--- src/rtl/wb_writer_pkg.sv ---
// Shared types and constants for the writeback writer.
package wb_writer_pkg;

  localparam int unsigned XLEN  = 32;
  localparam int unsigned RegAw = 5;

  typedef struct packed {
    logic [RegAw-1:0] rd;
    logic [XLEN-1:0]  data;
  } wb_entry_t;

endpackage

--- src/rtl/wb_fifo.sv ---
// In-order FIFO with two write ports (port 0 is older) and one read port.
// Head reads zero when empty so downstream sees a clean idle write port.
module wb_fifo #(
  parameter int unsigned Depth = 4,
  parameter int unsigned Width = 37
) (
  input  logic                     clk_i,
  input  logic                     rst_ni,
  input  logic                     push0_i,
  input  logic [Width-1:0]         data0_i,
  input  logic                     push1_i,
  input  logic [Width-1:0]         data1_i,
  input  logic                     pop_i,
  output logic [Width-1:0]         head_o,
  output logic [$clog2(Depth):0]   count_o
);

  localparam int unsigned PtrW = $clog2(Depth);

  logic [Width-1:0] mem_q [Depth];
  logic [PtrW-1:0]  rptr_q, wptr_q, wptr_inc;
  logic [PtrW:0]    cnt_q, cnt_d;

  assign wptr_inc = wptr_q + PtrW'(1);
  assign cnt_d    = cnt_q + (PtrW + 1)'(push0_i) + (PtrW + 1)'(push1_i) - (PtrW + 1)'(pop_i);

  // Storage needs no reset: the head is gated by the count.
  always_ff @(posedge clk_i) begin
    if (push0_i) mem_q[wptr_q] <= data0_i;
    if (push1_i) mem_q[push0_i ? wptr_inc : wptr_q] <= data1_i;
  end

  always_ff @(posedge clk_i or negedge rst_ni) begin
    if (!rst_ni) begin
      rptr_q <= '0;
      wptr_q <= '0;
      cnt_q  <= '0;
    end else begin
      wptr_q <= wptr_q + PtrW'(push0_i) + PtrW'(push1_i);
      if (pop_i) rptr_q <= rptr_q + PtrW'(1);
      cnt_q  <= cnt_d;
    end
  end

  assign head_o  = (cnt_q != '0) ? mem_q[rptr_q] : '0;
  assign count_o = cnt_q;

endmodule

--- src/rtl/wb_writer.sv ---
// Writeback writer: arbitrates ALU/LSU results into a FIFO that drains one
// register-file write per cycle, and tracks outstanding writes for decode.
module wb_writer
  import wb_writer_pkg::*;
#(
  parameter int unsigned DEPTH = 4,
  parameter int unsigned XLEN  = 32
) (
  input  logic             clk,
  input  logic             rst_n,
  input  logic             alu_valid,
  input  logic [4:0]       alu_rd,
  input  logic [XLEN-1:0]  alu_data,
  output logic             alu_ready,
  input  logic             lsu_valid,
  input  logic [4:0]       lsu_rd,
  input  logic [XLEN-1:0]  lsu_data,
  output logic             lsu_ready,
  input  logic             issue_valid,
  input  logic [4:0]       issue_rd,
  output logic             we3,
  output logic [4:0]       wa3,
  output logic [XLEN-1:0]  wd3,
  output logic [31:0]      pend
);

  localparam int unsigned CntW   = $clog2(DEPTH) + 1;
  localparam int unsigned EntryW = RegAw + XLEN;

  logic [CntW-1:0]   count, free;
  logic              lsu_push, alu_push;
  logic [EntryW-1:0] head;
  logic [31:0]       pend_q, pend_d;

  // ALU needs two free slots so an LSU result on the same edge always fits.
  assign free      = CntW'(DEPTH) - count;
  assign lsu_ready = (free >= CntW'(1));
  assign alu_ready = (free >= CntW'(2));

  // x0 results complete the handshake but are dropped.
  assign lsu_push = lsu_valid & lsu_ready & (lsu_rd != '0);
  assign alu_push = alu_valid & alu_ready & (alu_rd != '0);

  wb_fifo #(
    .Depth (DEPTH),
    .Width (EntryW)
  ) u_fifo (
    .clk_i   (clk),
    .rst_ni  (rst_n),
    .push0_i (lsu_push),
    .data0_i ({lsu_rd, lsu_data}),
    .push1_i (alu_push),
    .data1_i ({alu_rd, alu_data}),
    .pop_i   (we3),
    .head_o  (head),
    .count_o (count)
  );

  assign we3 = (count != '0);
  assign wa3 = head[XLEN +: RegAw];
  assign wd3 = head[XLEN-1:0];

  // Set after clear so a reissue on the retiring edge keeps the bit pending.
  always_comb begin
    pend_d = pend_q;
    if (we3) pend_d[wa3] = 1'b0;
    if (issue_valid && (issue_rd != '0)) pend_d[issue_rd] = 1'b1;
    pend_d[0] = 1'b0;
  end

  always_ff @(posedge clk or negedge rst_n) begin
    if (!rst_n) begin
      pend_q <= '0;
    end else begin
      pend_q <= pend_d;
    end
  end

  assign pend = pend_q;

endmodule

--- config.mk ---
export PLATFORM = sky130hd
export DESIGN_NAME = wb_writer
export DESIGN_NICKNAME = d
export VERILOG_FILES = /design/src/rtl/wb_writer_pkg.sv /design/src/rtl/wb_fifo.sv /design/src/rtl/wb_writer.sv
export SDC_FILE = /design/constraint.sdc
export NUM_CORES = 1
export LEC_CHECK = 0
export ABC_AREA = 1
export BUFFER_PORTS_ARGS = -buffer_cell sky130_fd_sc_hd__buf_2
export CAP_MARGIN = 25
export CORE_MARGIN = 4
export CORE_UTILIZATION = 52
export DETAILED_ROUTE_END_ITERATION = 8
export PLACE_DENSITY = 0.77
export SETUP_SLACK_MARGIN = 0.4
export SYNTH_ARGS = -nofsm -noshare
export SYNTH_HDL_FRONTEND = slang
export SYNTH_SLANG_ARGS = --single-unit
export TNS_END_PERCENT = 20
--- constraint.sdc ---
create_clock -name clk -period 3.1 [get_ports clk]
set_input_delay 0.62 -clock clk [delete_from_list [all_inputs] [get_ports clk]]
set_output_delay 0.62 -clock clk [all_outputs]
set_load 0.02 [all_outputs]
==> results.yml, run 1 <==
sta:
  rsz0062_at_grt: "true"
  slew_viol_final: 0
  fmax_mhz: 377
  holdWs_ns: 0.317
  hold_viol_final: 0
  post-route-period-util: 0.856
  min_period_ns: 2.65
  skew_ns: 0.00933
  report.final.setup_viol: 0
  tightest_slew_ns: 1.02
  slew-limit-headroom: 0.313
  final.setup.worst_slack_ns: 0.445
  finalSetupTns_ns: 0
global_route:
  grt_overflow: 0
  grt_use_total: 0.260
  grt_pass1_vias: 8896
  grt_pass1_wl_um: 45500
  antenna_found_initial: 3
  grt_max_degree: 105
synthesis:
  synth_top_area_share: 0.429
  syn_area_per_cell_um2: 8.47
  synth_cell_types: 29
  synth_cells: 1223
  yosys-top-cells-area: "edfxtp_1 (43%), nand2_1 (16%), dfrtp_1 (9.2%), nand4_1 (9.2%), nor2_1 (5.0%)"
  ys_seq_area_frac: 0.521
  synth_seq_cells: 186
  synth_warnings: 0
  syn-cell-area_um2: 10400
  syn_nets: 1319
  synth_area_leader_cell: "edfxtp_1"
outcome:
  outcome: "complete, no violations"
critical_path:
  path_class: "reg2out"
  start_kind: "register"
  r2r-start: "u_fifo.count_o[1]$_DFF_PN0_"
  cp-end-kind: "output pin"
  critPathArrivalTime_ns: 2.03
  worstSetupStartpoint: "u_fifo.rptr_q[0]$_DFFE_PN0N_"
  rrSetupSlack_ns: 0.46
  crit_required_ns: 2.48
  path_max_fanout: 76
detailed_routing:
  postRouteAntennaNets: 0
  drt-initial-drc-count: 926
  routed_wl_um: 29200
  vias: 9321
  drc: 0
  firstDrtPassIters: 6
  via_per_inst: 5.79
  avgRoutedWirePerCell_um: 18.2
final_layout:
  multi_input_area_um2: 4300
  syn_to_final_growth_pct: 13.6
  regArea_um2: 5400
  final_util: 0.602
  drive_gt1_frac: 0.189
  fillCellCount: 1725
  finalNonFillerCells: 1611
  nNetsFinal: 1428
pwr:
  power.density_nw_per_um2: 1220
  pwr-share-clk: 0.142
  p_sw_frac: 0.487
  leakage_nw: 5.21
  p_int_mw: 7.34
  seqPwrFrac: 0.311
  ir_drop_uv: 1040
  p_comb_frac: 0.547
  power_switching_mw: 6.98
placement:
  pre_cts_ws_ns: 0.355
  placed_cells: 1576
  hpwl_um: 18000
  gp_congestion: 0.877
  io_buffer_count: 154
floorplan:
  core_area_um2: 19500
  initial_core_util: 0.530
  rows: 51
  ios: 156
  die_area_um2: 22200
  die_h_um: 149
  die_w_um: 149
clocking:
  holdBufCountCts: 0
  cts_root_buffer: "clkbuf_16"
  clock-sinks: 186
  clk_pin_slew_ns: 0.07
  h-tree-depth: 4
  cts_tree: "built"
  cts_made_buffers: 17
  clockBufferDepth: 2
  clk_latency_ns: 0.43
run:
  maxCapViolCount: 0
min_path:
  holdCritPathClass: "in2async"
[flip-flops by register name, indices dropped and copies added (netlist names)]
| register | flops |
|---|---|
| pend | 31 |
| u_fifo.rptr_q | 2 |
| u_fifo.mem_q | 148 |
| u_fifo.count_o | 3 |
| u_fifo.wptr_q | 2 |
[final cells by class]
| class | count | area share |
|---|---|---|
| Clock inverter | 13 | 0.00883 |
| Timing Repair Buffer | 184 | 0.0922 |
| Antenna cell | 1 | 0.000213 |
| Clock buffer | 19 | 0.0368 |
| Inverter | 28 | 0.00968 |
| Multi-Input combinational cell | 915 | 0.365 |
| Sequential cell | 186 | 0.459 |
| Tap cell | 265 | 0.0282 |
[synthesized netlist by cell type (all sizes together)]
| cell | n |
|---|---|
| nand3 | 23 |
| xor2 | 2 |
| nor3 | 9 |
| edfxtp | 148 |
| nor2 | 148 |
| fa | 3 |
| nand4 | 152 |
| and3 | 1 |
| nand2 | 460 |
| conb | 1 |
| buf | 75 |
| dfrtp | 38 |
| a21oi | 32 |
| ha | 9 |
| inv | 28 |
| nand3b | 1 |
| o31ai | 1 |
| xnor2 | 3 |
| o21ai | 70 |
| clkbuf | 19 |
[routing by layer]
metal | vias up | GRT usage | routed length [um]
met3 | 69 | 0.0593 | 2940
met4 | 6 | 0.101 | 745
li1 | 4390 | - | -
met2 | 509 | 0.425 | 14200
met1 | 4347 | 0.338 | 11300
met5 | - | 0 | 41
[cells by family after synthesis]
| group | count (synthesis) | share of synthesized area |
|---|---|---|
| simple gates | 794 | 0.337 |
| other cells | 1 | 0.000362 |
| xor+xnor | 5 | 0.00423 |
| flops | 186 | 0.521 |
| fa+ha+maj | 12 | 0.0167 |
| buf+inv | 122 | 0.0712 |
| compound gates | 103 | 0.0500 |
[per-stage QoR]
stage | area [um2] | total power, mW
floorplan | 10400 | 10.0
global placement | 11200 | 12.0
detailed placement | 11200 | 12.2
CTS | 11700 | 14.2
global route | 11800 | 15.3
finish | 11800 | 14.3
[what timing repair did]
| item | 4_1_cts | 5_1_grt |
|---|---|---|
| hold endpoints to repair | 0 | 0 |
| buffers inserted | 2 | 0 |
| endpoints found under the setup margin | 44 | 170 |
| pin swaps | 0 | 0 |
| cloned | 0 | 0 |
| gates resized for setup | 4 | 7 |
[final timing paths]
path | end | cells after the start
min reg2reg | pend[13]$_DFF_PN0_ | 2
max reg2reg | u_fifo.count_o[2]$_DFF_PN0_ | 13
min in group clk | pend[13]$_DFF_PN0_ | 2
max in group asynchronous | u_fifo.rptr_q[0]$_DFFE_PN0N_ | 1
max | wd3[6] | 6
min | u_fifo.wptr_q[1]$_DFF_PN0_ | 1
[layout by cell type, fill, tap and decap left out, types with 7 or more instances in the layout]
| master | instances |
|---|---|
| edfxtp_1 | 148 |
| dfrtp_1 | 37 |
| nor3_1 | 9 |
| a21oi_1 | 32 |
| nor2_2 | 9 |
| inv_1 | 19 |
| nand3_1 | 16 |
| clkbuf_16 | 17 |
| buf_2 | 154 |
| buf_4 | 20 |
| o21ai_0 | 68 |
| nand2_1 | 450 |
| nor2_1 | 138 |
| nand4_1 | 152 |
| nand2_2 | 7 |
[worst max-delay path, stage by stage (launching register included)]
cell and delay [ns]:
dfrtp_2 0.40, buf_8 0.43, nor2_1 0.12, nor2_1 0.11
o21ai_0 0.10, a21oi_1 0.23, buf_2 0.21
[power groups by stage]
| stage | Combinational [mW] | Sequential (mW) | Clock, mW |
|---|---|---|---|
| 6_report | 7.84 | 4.45 | 2.04 |
| 5_1_grt | 8.57 | 4.53 | 2.15 |
| 4_1_cts | 7.74 | 4.44 | 2.06 |
| 3_5_place_dp | 7.68 | 4.48 | 0 |
| 3_3_place_gp | 7.55 | 4.45 | 0 |
| 2_1_floorplan | 5.36 | 4.67 | 0 |
Power figures use the tool's default switching activity.
==> run 2, diff against run 1 <==
--- a/config.mk
+++ b/config.mk
@@ -8,10 +8,12 @@
 export ABC_AREA = 1
 export BUFFER_PORTS_ARGS = -buffer_cell sky130_fd_sc_hd__buf_2
 export CAP_MARGIN = 25
+export CELL_PAD_IN_SITES_DETAIL_PLACEMENT = 0
+export CELL_PAD_IN_SITES_GLOBAL_PLACEMENT = 2
 export CORE_MARGIN = 4
-export CORE_UTILIZATION = 52
+export CORE_UTILIZATION = 31
 export DETAILED_ROUTE_END_ITERATION = 8
-export PLACE_DENSITY = 0.77
+export PLACE_DENSITY_LB_ADDON = 0.1
 export SETUP_SLACK_MARGIN = 0.4
 export SYNTH_ARGS = -nofsm -noshare
 export SYNTH_HDL_FRONTEND = slang
==> results.yml, run 2 (synthesis results as in run 1) <==
detailed_routing:
  vias: 8996
  postRouteAntennaNets: 0
  firstDrtPassIters: 7
  via_per_inst: 5.00
  drc: 0
  drt-initial-drc-count: 583
  routed_wl_um: 36000
  avgRoutedWirePerCell_um: 20.0
sta:
  report.final.setup_viol: 0
  finalSetupTns_ns: 0
  slew-limit-headroom: 0.332
  fmax_mhz: 377
  tightest_slew_ns: 0.995
  slew_viol_final: 0
  rsz0062_at_grt: "true"
  skew_ns: 0.0163
  min_period_ns: 2.66
  final.setup.worst_slack_ns: 0.444
  post-route-period-util: 0.857
  hold_viol_final: 0
global_route:
  grt_max_degree: 117
  grt_overflow: 0
  grt_pass1_vias: 8932
  antenna_found_initial: 0
  grt_pass1_wl_um: 55200
  grt_use_total: 0.198
critical_path:
  start_kind: "register"
  path_class: "reg2out"
  crit_required_ns: 2.48
  cp-end-kind: "output pin"
  path_max_fanout: 25
  critPathArrivalTime_ns: 2.04
clocking:
  clockBufferDepth: 2
  cts_tree: "built"
  clock-sinks: 186
  cts_root_buffer: "clkbuf_16"
  cts_made_buffers: 17
  clk_pin_slew_ns: 0.07
  clk_latency_ns: 0.44
  h-tree-depth: 4
placement:
  pre_cts_ws_ns: 0.379
  gp_congestion: 0.755
  io_buffer_count: 154
  placed_cells: 1761
  hpwl_um: 22200
final_layout:
  final_common_cell: "nand2_1"
  largest_register_ffs: 148
  regArea_um2: 5400
  final_cell_mix: "nand2_1 (450), buf_2 (154), nand4_1 (152), edfxtp_1 (148), nor2_1 (138)"
  multi_input_area_um2: 4310
  finalNonFillerCells: 1799
  nNetsFinal: 1440
  drive_gt1_frac: 0.202
  final_util: 0.370
  syn_to_final_growth_pct: 17.1
  diodes: 0
  fillCellCount: 3454
  top_register: "u_fifo.mem_q"
floorplan:
  initial_core_util: 0.316
  die_h_um: 191
  die_w_um: 191
  ios: 156
  rows: 66
  die_area_um2: 36400
  core_area_um2: 32800
pwr:
  leakage_nw: 5.30
  ir_drop_uv: 682
  power.density_nw_per_um2: 1230
min_path:
  holdCritPathClass: "in2async"
outcome:
  outcome: "complete, no violations"
run:
  maxCapViolCount: 0
[run 2: cell type report]
type	count	share of cell area
Clock inverter	14	0.0101
Multi-Input combinational cell	915	0.355
Tap cell	442	0.0456
Timing Repair Buffer	196	0.0981
Inverter	28	0.00939
Clock buffer	18	0.0362
Sequential cell	186	0.445
[run 2: report_power, final]
group / internal [mW] / total [mW] / switching [mW]
combinational: 2.25 / 8.28 / 6.03
sequential: 4.09 / 4.44 / 0.344
clock: 1.09 / 2.17 / 1.09
total: 7.43 / 14.9 / 7.46
[run 2: worst max-delay path, stage by stage (launching register included)]
cell,delay [ns]
dfrtp_1,0.42
inv_2,0.08
ha_2,0.20
ha_4,0.18
buf_6,0.21
a21oi_1,0.29
buf_2,0.23
[run 2: final timing paths]
check,slack (ns),start,depth (start not counted),endpoint
setup / recovery,0.44,u_fifo.count_o[1]$_DFF_PN0_,6,wd3[26]
hold / removal,0.1,rst_n,1,pend[7]$_DFF_PN0_
setup reg to reg,0.48,u_fifo.count_o[1]$_DFF_PN0_,13,u_fifo.count_o[2]$_DFF_PN0_
hold reg to reg,0.47,pend[7]$_DFF_PN0_,2,pend[7]$_DFF_PN0_
max in group asynchronous,2.29,rst_n,2,u_fifo.rptr_q[0]$_DFFE_PN0N_
min in group clk,0.47,pend[7]$_DFF_PN0_,2,pend[7]$_DFF_PN0_
[run 2: timing repair]
item                                    in CTS  in global routing
setup buffers                                3                  3
hold endpoints to repair                     0                  0
hold buffers                                 0                  0
endpoints found under the setup margin     147                231
resized for setup                            6                 11
pin swaps                                    1                  0
[run 2: per-stage QoR]
step / hold slack (ns) / area, um2 / total power [mW]
3_3_place_gp: 0.451 / 11500 / 12.8
5_1_grt: 0.106 / 12100 / 16.0
3_5_place_dp: 0.457 / 11500 / 12.8
4_1_cts: 0.0921 / 12100 / 15.0
6_report: 0.0995 / 12100 / 14.9
2_1_floorplan: 0.324 / 10400 / 10.0
[run 2: layer usage]
metal / up-vias / part of all wire / track usage
met2: 220 / 0.49 / 0.342
met5: - / 0 / 0
met3: 19 / 0.044 / 0.0286
met1: 4338 / 0.45 / 0.265
li1: 4419 / - / -
met4: 0 / 0.0090 / 0.0409
==> run 3, diff against run 2 <==
--- a/config.mk
+++ b/config.mk
@@ -5,13 +5,12 @@
 export SDC_FILE = /design/constraint.sdc
 export NUM_CORES = 1
 export LEC_CHECK = 0
-export ABC_AREA = 1
 export BUFFER_PORTS_ARGS = -buffer_cell sky130_fd_sc_hd__buf_2
 export CAP_MARGIN = 25
 export CELL_PAD_IN_SITES_DETAIL_PLACEMENT = 0
 export CELL_PAD_IN_SITES_GLOBAL_PLACEMENT = 2
 export CORE_MARGIN = 4
-export CORE_UTILIZATION = 31
+export CORE_UTILIZATION = 37
 export DETAILED_ROUTE_END_ITERATION = 8
 export PLACE_DENSITY_LB_ADDON = 0.1
 export SETUP_SLACK_MARGIN = 0.4
==> results.yml, run 3 <==
pwr:
  p_comb_frac: 0.526
  leakage_nw: 4.55
  seqPwrFrac: 0.317
  p_int_mw: 8.93
  ir_drop_uv: 556
  power_mw: 14.4
  pwr-share-clk: 0.157
  power_switching_mw: 5.51
  power.density_nw_per_um2: 1220
  p_sw_frac: 0.381
sta:
  fmax_mhz: 343
  tightest_slew_ns: 0.881
  finalSetupTns_ns: 0
  slew_viol_final: 0
  skew_ns: 0.0195
  post-route-period-util: 0.941
  report.final.setup_viol: 0
  hold_viol_final: 0
  slew-limit-headroom: 0.413
  rsz0062_at_grt: "true"
  min_period_ns: 2.92
critical_path:
  reg2reg_depth: 12
  path_max_fanout: 8
  worst_path_largest_cell_delay_ns: 0.47
  crit_family: "simple AND/OR/NAND/NOR gates"
  start_kind: "register"
  path_depth: 12
  crit_required_ns: 3.27
  rrSetupSlack_ns: 0.18
  critPathSlowestCell: "or4b_4"
  cp-end-kind: "register"
  path_class: "reg2reg"
  worst-path-buf-inv: 5
  critPathArrivalTime_ns: 3.09
  crit_path_cell_trace: "inv_2 > ha_4 > ha_4 > or4b_4 > o211ai_4 > inv_4 > a21oi_4 > nor3b_4 > buf_6 > buf_12 > buf_12 > mux2_4"
min_path:
  holdCritPathClass: "in2async"
detailed_routing:
  drt-initial-drc-count: 314
  avgRoutedWirePerCell_um: 21.7
  drc: 0
  via_per_inst: 5.18
  vias: 5813
  routed_wl_um: 24300
  postRouteAntennaNets: 0
  firstDrtPassIters: 4
floorplan:
  initial_core_util: 0.380
  ios: 156
  die_h_um: 167
  die_w_um: 167
  core_area_um2: 24500
  die_area_um2: 27800
  rows: 57
outcome:
  outcome: "complete, no violations"
placement:
  hpwl_um: 15900
  io_buffer_count: 154
  gp_congestion: 0.776
global_route:
  grt_use_total: 0.178
  grt_overflow: 0
  grt_max_degree: 39
  grt_pass1_wl_um: 37800
  grt_pass1_vias: 6471
  antenna_found_initial: 4
clocking:
  cts_made_buffers: 17
  h-tree-depth: 4
  cts_tree: "built"
  clk_latency_ns: 0.44
  clock-sinks: 186
  holdBufCountCts: 0
  clockBufferDepth: 2
  clk_pin_slew_ns: 0.08
  cts_root_buffer: "clkbuf_16"
synthesis:
  yosys-top-cells-area: "edfxtp_1 (48%), mux2_2 (13%), dfrtp_1 (10%), mux4_2 (8.7%), o21ai_0 (3.2%)"
  syn_area_per_cell_um2: 15.8
  yosysMostFrequentCell: "edfxtp_1"
  synth_seq_cells: 186
  synth_cell_types: 41
  synth_warnings: 0
  synth_area_leader_cell: "edfxtp_1"
  async_flop_share: 0.204
  ys.flop_type: "edfxtp_1"
  synth_cells: 590
  synthTopCellsByCount: "edfxtp_1 (148), mux2_2 (107), o21ai_0 (60)"
  syn_nets: 686
  synth_edf_count: 148
  synth_top_area_share: 0.476
  ys_seq_area_frac: 0.578
  syn-cell-area_um2: 9330
final_layout:
  diodes: 0
  syn_to_final_growth_pct: 27.3
  final_cell_mix: "buf_2 (154), edfxtp_1 (148), mux2_2 (99), o21ai_0 (60)"
  largest_register_ffs: 148
  drive_gt1_frac: 0.536
  nNetsFinal: 881
  final_common_cell: "buf_2"
  top_register: "u_fifo.mem_q"
run:
  maxCapViolCount: 0
==> run 3: cell count changes after synthesis, sizes merged, moves of 36 or more <==
cell and change:
mux2 +149, nand2 -441, buf -50, nand4 -152, nor2 -142, mux4 +36, and2 +37
==> run 3: cells by family after synthesis <==
kind of cell               Yosys count  share of synthesized area
muxes                              188                      0.278
DFF                                186                      0.578
and+or+nand+nor                     87                     0.0538
AOI/OAI and AO/OA                   68                     0.0393
buffers and inverters               42                     0.0259
adders and majority gates           12                     0.0185
xor gates and xnor gates             6                    0.00644
other                                1                   0.000402
==> run 3: cell type report <==
cell class                      count  area, um2
Fill cell                        2194      12700
Sequential cell                   186       5400
Multi-Input combinational cell    362       3870
Timing Repair Buffer              207       1550
Clock buffer                       18        429
Tap cell                          324        405
Clock inverter                     14        178
Inverter                           10       40.0
Timing Repair inverter              1       7.51
==> run 3: per-stage QoR <==
stage	hold slack, ns	instances	cell area (um2)	utilization	worst slack, ns
3_5_place_dp	0.492	1069	10900	0.442	0.0607
5_1_grt	0.356	1122	11900	0.484	0.0347
2_1_floorplan	0.324	590	9400	-	0.0640
6_report	0.304	1122	11900	0.484	0.184
4_1_cts	0.320	1122	11900	0.483	0.217
3_3_place_gp	0.487	1069	10900	0.442	0.0679
==> run 3: timing repair <==
item	CTS	global route
resized for setup	30	5
cloned	5	0
endpoints found under the setup margin	334	332
setup buffers	16	0
pin swaps	7	4
==> run 3: worst paths after layout <==
kind / from / end
worst max-delay path: u_fifo.count_o[0]$_DFF_PN0_ / u_fifo.mem_q[1][0]$_DFFE_PP_
worst min-delay path: rst_n / pend[15]$_DFF_PN0_
worst max register to register: u_fifo.count_o[0]$_DFF_PN0_ / u_fifo.mem_q[1][0]$_DFFE_PP_
worst min register to register: pend[6]$_DFF_PN0_ / pend[6]$_DFF_PN0_
max in group asynchronous: rst_n / u_fifo.rptr_q[1]$_DFFE_PN0N_
min in group clk: pend[6]$_DFF_PN0_ / pend[6]$_DFF_PN0_
==> run 3: power groups by stage <==
stage	logic [mW]	clock network, mW	registers (mW)
global route	8.15	2.43	4.70
detailed placement	7.01	0	4.69
CTS	7.70	2.31	4.60
global placement	6.95	0	4.63
finish	7.59	2.26	4.58
floorplan	4.23	0	4.73
==> run 3: layer usage <==
metal | global-route usage | part of all wire | up-vias
met4 | 0.0413 | 0.0079 | 8
met3 | 0.0410 | 0.050 | 19
li1 | - | - | 2672
met2 | 0.311 | 0.52 | 153
met1 | 0.227 | 0.42 | 2961
met5 | 0 | 0.0019 | -
==> run 3: worst reg2reg max path: stages, from the launching register on <==
cell,delay [ns]
dfrtp_1,0.36
inv_2,0.06
ha_4,0.16
ha_4,0.25
or4b_4,0.47
o211ai_4,0.15
inv_4,0.12
a21oi_4,0.17
nor3b_4,0.23
buf_6,0.14
buf_12,0.11
buf_12,0.14
mux2_4,0.30
